[config.mk]
export PLATFORM = sky130hd
export DESIGN_NAME = ls_issue_arbiter
export DESIGN_NICKNAME = d
export VERILOG_FILES = /design/src/rtl/ls_issue_arbiter.sv
export SDC_FILE = /design/constraint.sdc
export NUM_CORES = 1
export LEC_CHECK = 0
export ABC_AREA = 1
export CAP_MARGIN = 0
export CORE_AREA = 5 5 201 203
export DETAILED_ROUTE_END_ITERATION = 12
export DIE_AREA = 0 0 206 208
export DONT_BUFFER_PORTS = 1
export PLACE_DENSITY = 0.34
export SLEW_MARGIN = 20
export SYNTH_ARGS = -nofsm -noshare
export SYNTH_HDL_FRONTEND = slang
export SYNTH_SLANG_ARGS = --single-unit
[constraint.sdc]
create_clock -name clk -period 1.8 [get_ports clk]
set_clock_uncertainty 0.15 [all_clocks]
set_input_delay 0.36 -clock clk [delete_from_list [all_inputs] [get_ports clk]]
set_output_delay 0.36 -clock clk [all_outputs]
set_load 0.02 [all_outputs]
[src/rtl/ls_issue_arbiter.sv]
// Load/store issue arbiter: round-robin selection between the load and store
// reservation stations into a single registered issue slot feeding the LS unit.
// Tracks stall statistics and flags a sticky timeout on excessive back-pressure.
module ls_issue_arbiter #(
  parameter int unsigned STALL_LIMIT = 15
) (
  input  logic         clk,
  input  logic         res_n,
  input  logic         valid_rq0,
  input  logic         valid_rq1,
  input  logic [158:0] pkt_rq0,
  input  logic [158:0] pkt_rq1,
  output logic         ready_rq0,
  output logic         ready_rq1,
  input  logic         stop_ls,
  output logic         valid_out,
  output logic [6:0]   opcode_out,
  output logic [5:0]   tag_out,
  output logic [63:0]  rs1_out,
  output logic [63:0]  rs2_out,
  output logic [5:0]   rd_out,
  output logic [11:0]  imm_out,
  output logic [1:0]   state_o,
  output logic         err_timeout,
  output logic [15:0]  issued_cnt,
  output logic [15:0]  stall_cnt_total
);

  typedef enum logic [1:0] {
    StIdle  = 2'd0,
    StIssue = 2'd1,
    StStall = 2'd2
  } state_e;

  logic         valid_q, valid_d;
  logic [158:0] pkt_q, pkt_d;
  logic         prio_q, prio_d;
  state_e       state_q, state_d;
  logic         err_q, err_d;
  logic [7:0]   stop_cnt_q, stop_cnt_d;
  logic [15:0]  issued_q, issued_d;
  logic [15:0]  stall_tot_q, stall_tot_d;
  // Low from reset until the first clock edge after release; blocks grants
  // so nothing transfers on the release edge itself.
  logic         armed_q;

  logic slot_free;
  logic load_en;
  logic consume;
  logic win_vld;
  logic win_sel;

  // A stopped unit freezes the slot even when it is empty, so loading also
  // requires stop_ls low; this keeps ready low throughout any stall.
  assign slot_free = ~valid_q | ~stop_ls;
  assign load_en   = slot_free & ~stop_ls & armed_q;
  assign consume   = valid_q & ~stop_ls;

  // Round-robin winner: the prio pointer wins if valid, else the other requester.
  always_comb begin
    win_vld = 1'b0;
    win_sel = prio_q;
    if (!prio_q) begin
      if (valid_rq0) begin
        win_vld = 1'b1;
        win_sel = 1'b0;
      end else if (valid_rq1) begin
        win_vld = 1'b1;
        win_sel = 1'b1;
      end
    end else begin
      if (valid_rq1) begin
        win_vld = 1'b1;
        win_sel = 1'b1;
      end else if (valid_rq0) begin
        win_vld = 1'b1;
        win_sel = 1'b0;
      end
    end
  end

  // Combinational grants: at most one high, only when the slot can take a packet.
  always_comb begin
    ready_rq0 = load_en & win_vld & ~win_sel;
    ready_rq1 = load_en & win_vld & win_sel;
  end

  // Next-state for the issue slot, pointer, status and counters.
  always_comb begin
    valid_d = valid_q;
    pkt_d   = pkt_q;
    prio_d  = prio_q;
    if (load_en) begin
      if (win_vld) begin
        valid_d = 1'b1;
        pkt_d   = win_sel ? pkt_rq1 : pkt_rq0;
        prio_d  = ~win_sel;
      end else begin
        // Payload is left as-is; only the valid flag drops.
        valid_d = 1'b0;
      end
    end

    if (stop_ls) begin
      state_d = StStall;
    end else if (valid_d) begin
      state_d = StIssue;
    end else begin
      state_d = StIdle;
    end

    if (stop_ls) begin
      stop_cnt_d = (stop_cnt_q == 8'hFF) ? stop_cnt_q : stop_cnt_q + 8'd1;
    end else begin
      stop_cnt_d = 8'd0;
    end
    err_d = err_q | ({24'd0, stop_cnt_d} > STALL_LIMIT);

    issued_d    = consume ? issued_q + 16'd1 : issued_q;
    stall_tot_d = (stop_ls && valid_q) ? stall_tot_q + 16'd1 : stall_tot_q;
  end

  // State registers; reset discards any held packet immediately.
  always_ff @(posedge clk or negedge res_n) begin
    if (!res_n) begin
      valid_q     <= 1'b0;
      pkt_q       <= '0;
      prio_q      <= 1'b0;
      state_q     <= StIdle;
      err_q       <= 1'b0;
      stop_cnt_q  <= 8'd0;
      issued_q    <= 16'd0;
      stall_tot_q <= 16'd0;
      armed_q     <= 1'b0;
    end else begin
      valid_q     <= valid_d;
      pkt_q       <= pkt_d;
      prio_q      <= prio_d;
      state_q     <= state_d;
      err_q       <= err_d;
      stop_cnt_q  <= stop_cnt_d;
      issued_q    <= issued_d;
      stall_tot_q <= stall_tot_d;
      armed_q     <= 1'b1;
    end
  end

  assign valid_out       = valid_q;
  assign opcode_out      = pkt_q[158:152];
  assign tag_out         = pkt_q[151:146];
  assign rs1_out         = pkt_q[145:82];
  assign rs2_out         = pkt_q[81:18];
  assign rd_out          = pkt_q[17:12];
  assign imm_out         = pkt_q[11:0];
  assign state_o         = state_q;
  assign err_timeout     = err_q;
  assign issued_cnt      = issued_q;
  assign stall_cnt_total = stall_tot_q;

endmodule

Word level (Yosys, flattened, before mapping)
Index checks and enable logic that the tools add are counted.
Cells by class
  $add $sub $neg: 3
  order comparisons: 1
  equal/unequal tests: 1
  mux-type cells: 16
  bitwise logic cells: 11
  reduce and logical (&&, ||, !) cells: 2
Operator list (count)
  $mux 159: 1
  $add 16x1->16 const B: 2
  $mux 8: 2
  $mux 1: 12
  $add 8x1->8 const B: 1
  $eq 8x8->1 const B: 1
  $gt 8x4->1 const B: 1
  $and 1x1->1: 6
  $not 1->1: 3
  $mux 2: 1
  $or 1x1->1: 2
  $reduce_and 2->1: 1
  $logic_and 1x1->1: 1
Word-level totals
  register bits after elaboration: 205
  bits of input ports: 323
  output and inout port bits: 197
  logic and storage cells: 43

Depth between registers and ports, before layout
Gate-level depths: netlist of run 1.
  depth in word-level cells: 7
  depth in mapped cells: 10
  depth with buffers taken out: 10

Worst setup path after synthesis of run 1
Ideal clock, no wire load.
  path kind: register -> register
  start point: reg stall_tot_q[0] (netlist: stall_cnt_total[0])
  end point: reg stall_tot_q[14] (netlist: stall_cnt_total[14])
  library setup time: 0.117 ns
  arrival time: 1.388 ns
  data required time: 1.533 ns
  path slack: 0.144 ns
  cell stages (with the launch flop): 11
  buffers on the path: 0
  period minus slack after synthesis: 1.656 ns
  cell sequence: dfrtp_1 ha_1 inv_1 nor2_2 nand2_1 nor2_2 nand3_1 inv_2 nand2_1 nand2_1 nand2_1
On the way
  cells in the longest elaborated chain, start to end: 1
Ends and longest elaborated chain
  start, declared: RTL line 42  | logic [15:0] stall_tot_q, stall_tot_d;
  start signal, assigned: RTL line 143  | stall_tot_q <= stall_tot_d;
  $add 16x1->16: RTL line 120  | stall_tot_d = (stop_ls && valid_q) ? stall_tot_q + 16'd1 : stall_tot_q;
No other way between the ends.
A chain may end at the register's enable or synchronous reset.

Worst setup path after layout of run 1
  start point: reg armed_q
  end point: out ready_rq0
On the way
  cells in the longest elaborated chain, start to end: 3
Ends and longest elaborated chain
  start, declared: RTL line 45  | logic armed_q;
  start signal, assigned: RTL line 134  | armed_q <= 1'b0;
  start signal, assigned: RTL line 144  | armed_q <= 1'b1;
  $and 1x1->1: RTL line 56  | assign load_en = slot_free & ~stop_ls & armed_q;
  $and 1x1->1 (2 in a row): RTL line 84  | ready_rq0 = load_en & win_vld & ~win_sel;
  end, declared: RTL line 13  | output logic ready_rq0,
No other way between the ends.

==> impl_metrics.yaml, run 1 <==
sta:
  setup_viol: 82
  rsz0062_at_grt: "true"
  period_share_pct: 111
  slew_violations: 0
  tightest_slew_ns: 0.732
  hold_viol_final: 205
  layout_setup_ws_ns: -0.195
  period_needed_ns: 2.00
  fmax_mhz: 501
  fin_tns_setup_ns: -2.16
  hold_ws_ns: -0.625
  slew_headroom_pct: 51.2
route:
  drt-total-wl_um: 39600
  viasPerCell: 4.53
  drc: 0
  first_pass_iters: 5
  drt_iter0_drc: 582
  wire_per_inst_um: 19.4
  vias: 9258
  drtAntennaViolNets: 0
yosys:
  ys.flop_type: "dfrtp_1"
  synth_compound_area_share_pct: 1.42
  syn_inst: 1125
  synth_top_family_by_area: "simple AND/OR/NAND/NOR gates"
  synthMuxAreaShare_pct: 0
  ys_warn_count: 0
  async_flop_share_pct: 100
  syn-cell-area_mm2: 0.00908
  synth_area_leaders: "dfrtp_1 56%, nand2_1 23%, nand3_1 9.7%"
  synth_edf_count: 0
  yosysMostFrequentCell: "nand2_1"
  synth.top_cells.by_count: "557 x nand2_1, 205 x dfrtp_1, 176 x nand3_1"
  synthAdderAreaFrac_pct: 0.413
  synth_top_area_share_pct: 56.5
  synth-seq-area-share_pct: 56.5
  synth_xor_area_share_pct: 1.64
  ys_types: 25
  yosys.area.top_type: "dfrtp_1"
  synthSimpleGateAreaFrac_pct: 35.3
  syn_nets: 1451
  synth_seq_cells: 205
  synth.avg_cell_area_um2: 8.08
layout:
  multi_input_area_mm2: 0.00357
  drive_above_1_share_pct: 9.50
  areaGrowthSynthToFinish_pct: 62.3
  fin_util_pct: 38.5
  fin_nets: 1834
  antenna_cells: 0
  regArea_mm2: 0.00513
  nFillCells: 3798
critical_path:
  cp.required_ns: 1.29
  crit_top_cell: "buf_12"
  cpMaxStageDelayCell: "dfrtp_1"
  timing.critical_path.buf_inv: 3
  endpoint_kind: "primary output"
  rrSetupSlack_ns: -0.07
  cp_cell_sequence: "inv_2, nor2_4, nand2_2, a21oi_4, buf_12, buf_12"
  path_delay_family: "flip-flops"
  worstSetupPathType: "reg -> out"
  startpoint_type: "flip-flop"
  arrival_ns: 1.49
  cp_max_fo: 5
  cp_slowest_stage_delay_ns: 0.33
floorplanning:
  start_util_pct: 23.7
  die-area_mm2: 0.0428
  core.rowCount: 72
  boundaryPins: 520
  die_y_um: 208
  die_w_um: 206
  core-area_mm2: 0.0383
global_routing:
  grt_overflow: 0
  grt_usage_pct: 16.2
  grt_max_degree: 206
  grt_pass1_vias: 9606
  antenna_found_initial: 0
  grt_pass1_wl_um: 55500
pwr:
  switchingPower_w: 0.00489
  switching_share_pct: 33.5
  p_seq_share_pct: 48.4
  intPower_w: 0.00970
  p_clk_share_pct: 33.8
  combPwrFrac_pct: 17.8
  p_per_area_mw_per_mm2: 989
  power_w: 0.0146
  power_leakage_nw: 6.84
  ir_drop_uv: 595
clock_network:
  cts_inserted_buffers: 26
  clk_latency_ns: 0.53
  root_buffer: "clkbuf_16"
  htreeDepth: 1
  clock-sinks: 205
  clkTransAtPathRegs_ns: 0.06
  cts_tree: "built"
  cts_buffer_depth: 3
  cts_hold_buf: 320
place:
  gp_congestion: 0.769
  place_ws_ns: 0.0590
  dpl.hpwl_um: 24900
  io_buffers: 0
hold_path:
  hp-class: "in -> async"
outcome:
  status: "finished, violations left"
  violations: "hold timing, setup timing"
job:
  cap_violations: 0
-- placed cells by master (no fill, tap or decap), drive strengths merged --
cell type	count
dlymetal6s2s	1
a31oi	2
dfrtp	205
a21oi	7
o21ai	14
inv	46
clkinv	6
ha	3
buf	72
xor2	12
nand3	177
bufbuf	4
nand4	8
nor3	7
nand2	558
dlygate4sd3	319
nand3b	1
nor3b	1
nor2	26
xnor2	5
conb	1
clkbuf	51
-- power groups by stage --
stage	registers [W]	clock network [W]	logic (W)
floorplan	0.00701	0	0.00104
global placement	0.00716	0	0.00181
detailed placement	0.00712	0	0.00184
CTS	0.00706	0.00517	0.00248
global route	0.00714	0.00532	0.00287
finish	0.00705	0.00493	0.00260
-- cells by family after synthesis --
logic type	after synthesis
DFF	205
adders and majority gates	3
other	1
and+or+nand+nor	778
AOI/OAI and AO/OA	23
xor gates and xnor gates	17
buffers and inverters	98
-- metrics by stage --
stage / std cells / cell area, µm² / hold WS, ns
global placement: 1643 / 10000 / -0.0809
global route: 2044 / 14700 / -0.667
finish: 2044 / 14700 / -0.625
floorplan: 1125 / 9080 / -0.0856
detailed placement: 1643 / 10000 / -0.0803
CTS: 2020 / 14300 / -0.670
-- what timing repair did --
| item | CTS | global route |
|---|---|---|
| resized for setup | 8 | 20 |
| gates cloned | 4 | 14 |
| endpoints found under the hold margin | 386 | 205 |
| buffers inserted | 7 | 11 |
| pin swaps | 2 | 2 |
| setup endpoints to repair | 2 | 165 |
-- area by class of cell --
type / instances / share of cell area (%)
Clock buffer: 40 / 5.25
Clock inverter: 6 / 0.204
Inverter: 46 / 1.17
Multi-Input combinational cell: 822 / 24.2
Sequential cell: 205 / 34.8
Tap cell: 518 / 4.40
Timing Repair Buffer: 407 / 30.0
-- state kept, by name, indices dropped and copies added (netlist names) --
register and flops:
pkt_q 159, stall_cnt_total 16, valid_out 1, armed_q 1
prio_q 1, stop_cnt_q 8, issued_cnt 16, err_timeout 1
state_o 2
-- layer usage --
layer | vias up | share of wire, % | track usage, %
met5 | - | 0 | 0
met4 | 0 | 3.7 | 6.38
met3 | 73 | 8.0 | 4.39
met2 | 398 | 50 | 28.2
met1 | 4461 | 39 | 18.9
li1 | 4326 | - | -
-- path summary, 6_finish.rpt --
kind / start / endpoint / cells past startpoint
setup / recovery: armed_q / ready_rq0 / 6
hold / removal: res_n / pkt_q[149] / 0
setup reg to reg: armed_q / pkt_q[36] / 11
hold reg to reg: stop_cnt_q[0] / stop_cnt_q[0] / 1
max in group asynchronous: res_n / pkt_q[108] / 0
min in group clk: valid_rq0 / valid_out / 3
Power figures use the tool's default switching activity.
==> inputs of run 2 (changes only) <==
--- a/config.mk
+++ b/config.mk
@@ -8,6 +8,7 @@
 export ABC_AREA = 1
 export CAP_MARGIN = 0
 export CORE_AREA = 5 5 201 203
+export CTS_CLUSTER_SIZE = 10
 export DETAILED_ROUTE_END_ITERATION = 12
 export DIE_AREA = 0 0 206 208
 export DONT_BUFFER_PORTS = 1
==> constraint.sdc (replaced) <==
create_clock -name clk -period 2.4 [get_ports clk]
set_clock_uncertainty 0.15 [all_clocks]
set_input_delay 0.48 -clock clk [delete_from_list [all_inputs] [get_ports clk]]
set_output_delay 0.48 -clock clk [all_outputs]
set_load 0.02 [all_outputs]
==> run 2 against run 1 <==
The flow finishes with violations (hold timing). Clock power is 25% lower. Count of clock-buffer cells in the layout did not move. Register-to-register slack better by 0.12 ns. Highest routed layer unchanged. Sequential power shrank 23%. Wire length decreased by 4.7%. Non-clock buffer count is 62 lower.
==> impl_metrics.yaml, run 2 (synthesized netlist as in run 1, its figures left out) <==
layout:
  nFillCells: 3873
  largest_reg_flops: 159
  instances_no_fill: 1980
  top_register: "pkt_q"
  antenna_cells: 0
  drive_above_1_share_pct: 5.13
  multi_input_area_mm2: 0.00354
  areaGrowthSynthToFinish_pct: 52.9
  final_common_cell: "nand2_1"
  mostFrequentLayoutCells: "557 x nand2_1, 318 x dlygate4sd3_1, 205 x dfrtp_1"
  regArea_mm2: 0.00513
  fin_nets: 1773
outcome:
  status: "finished, violations left"
  violations: "hold timing"
critical_path:
  r2r_cells: 9
  cp_cell_sequence: "inv_1, nor2_2, nand2_1, a21oi_4, buf_4, buf_16, nand2_1, nand3_1, dlygate4sd3_1"
  timing.critical_path.buf_inv: 4
  cp_max_fo: 54
  cp_slowest_stage_delay_ns: 0.55
  crit_top_cell: "nand2_1"
  worstReg2RegStart: "armed_q"
  crit_cells: 9
  worstSetupPathType: "reg -> reg"
  path_delay_family: "buffers and inverters"
  cp-endpoint: "pkt_q[46]"
  cp.required_ns: 2.71
  r2r-end: "pkt_q[46]"
  arrival_ns: 2.66
  startpoint_type: "flip-flop"
  crit_start: "armed_q"
  endpoint_kind: "flip-flop"
  rrSetupSlack_ns: 0.05
  cpMaxStageDelayCell: "dlygate4sd3_1"
sta:
  setup_viol: 0
  fin_tns_setup_ns: 0
  slew_violations: 0
  slew_headroom_pct: 62.8
  layout_setup_ws_ns: 0.0538
  period_needed_ns: 2.35
  fmax_mhz: 426
  hold_viol_final: 205
  period_share_pct: 97.8
  rsz0062_at_grt: "true"
  hold_ws_ns: -0.506
  tightest_slew_ns: 0.559
pwr:
  p_per_area_mw_per_mm2: 806
  ir_drop_uv: 486
  power_leakage_nw: 6.53
global_routing:
  antenna_found_initial: 0
  grt_pass1_wl_um: 54200
  grt_pass1_vias: 9368
  grt_overflow: 0
  grt_max_degree: 206
  grt_usage_pct: 15.9
clock_network:
  root_buffer: "clkbuf_16"
  clk_latency_ns: 0.54
  clock-sinks: 205
  cts_hold_buf: 319
  clkTransAtPathRegs_ns: 0.06
  cts_inserted_buffers: 27
  cts_tree: "built"
  htreeDepth: 1
  cts_buffer_depth: 3
floorplanning:
  die-area_mm2: 0.0428
  die_w_um: 206
  start_util_pct: 23.7
  core.rowCount: 72
  die_y_um: 208
  boundaryPins: 520
  core-area_mm2: 0.0383
route:
  drtAntennaViolNets: 0
  first_pass_iters: 5
  drt_iter0_drc: 369
  wire_per_inst_um: 19.0
  drc: 0
  vias: 8982
  viasPerCell: 4.54
  drt-total-wl_um: 37700
place:
  place_ws_ns: 0.463
  io_buffers: 0
  placed_cells: 1607
  dpl.hpwl_um: 24100
  gp_congestion: 0.803
job:
  cap_violations: 0
hold_path:
  hp-class: "in -> async"
## run 2: worst min path at each step
stage / end / slack (ns) / cells after the start
2_1_floorplan: armed_q / 0.03 / 0
3_3_place_gp: pkt_q[149] / 0.04 / 0
3_5_place_dp: pkt_q[149] / 0.04 / 0
4_1_cts: pkt_q[135] / -0.55 / 0
5_1_grt: pkt_q[142] / -0.53 / 0
6_report: pkt_q[135] / -0.51 / 0
## run 2: report_power, final
group / internal [W] / total [W] / leakage (nW) / switching, W
logic: 0.00126 / 0.00203 / 3.58 / 0.000771
clock network: 0.00217 / 0.00371 / 0.388 / 0.00153
registers: 0.00406 / 0.00546 / 2.56 / 0.00140
total: 0.00749 / 0.0112 / 6.53 / 0.00370
## run 2: through the flow
stage          hold WS (ns)  utilization, %  cell area [µm²]  power (W)
3_3_place_gp         0.0390            25.4             9720    0.00657
6_report             -0.506            36.3            13900     0.0112
2_1_floorplan        0.0344               -             9080    0.00603
4_1_cts              -0.549            35.8            13700     0.0113
3_5_place_dp         0.0399            25.4             9720    0.00655
5_1_grt              -0.532            36.3            13900     0.0118
## run 2: layout make-up
type                       count  share of cell area, %
multi-input combinational    822                   25.5
clock inverter                 4                  0.198
timing repair buffer         345                   25.9
inverter                      46                   1.24
clock buffer                  40                   5.50
sequential                   205                   36.9
tap                          518                   4.67
## run 2: routing by layer
layer  vias up  wire length [µm]  global-route usage (%)
met4         0               986                    4.84
met2       370             19300                    28.5
met3        58              2860                    4.16
met5         -                 0                       0
li1       4196                 -                       -
met1      4358             14500                    18.4
## run 2: what timing repair did
item,CTS,global route
endpoints found under the setup margin,0,85
hold endpoints to repair,378,205
resized for setup,0,7
buffers inserted,0,6
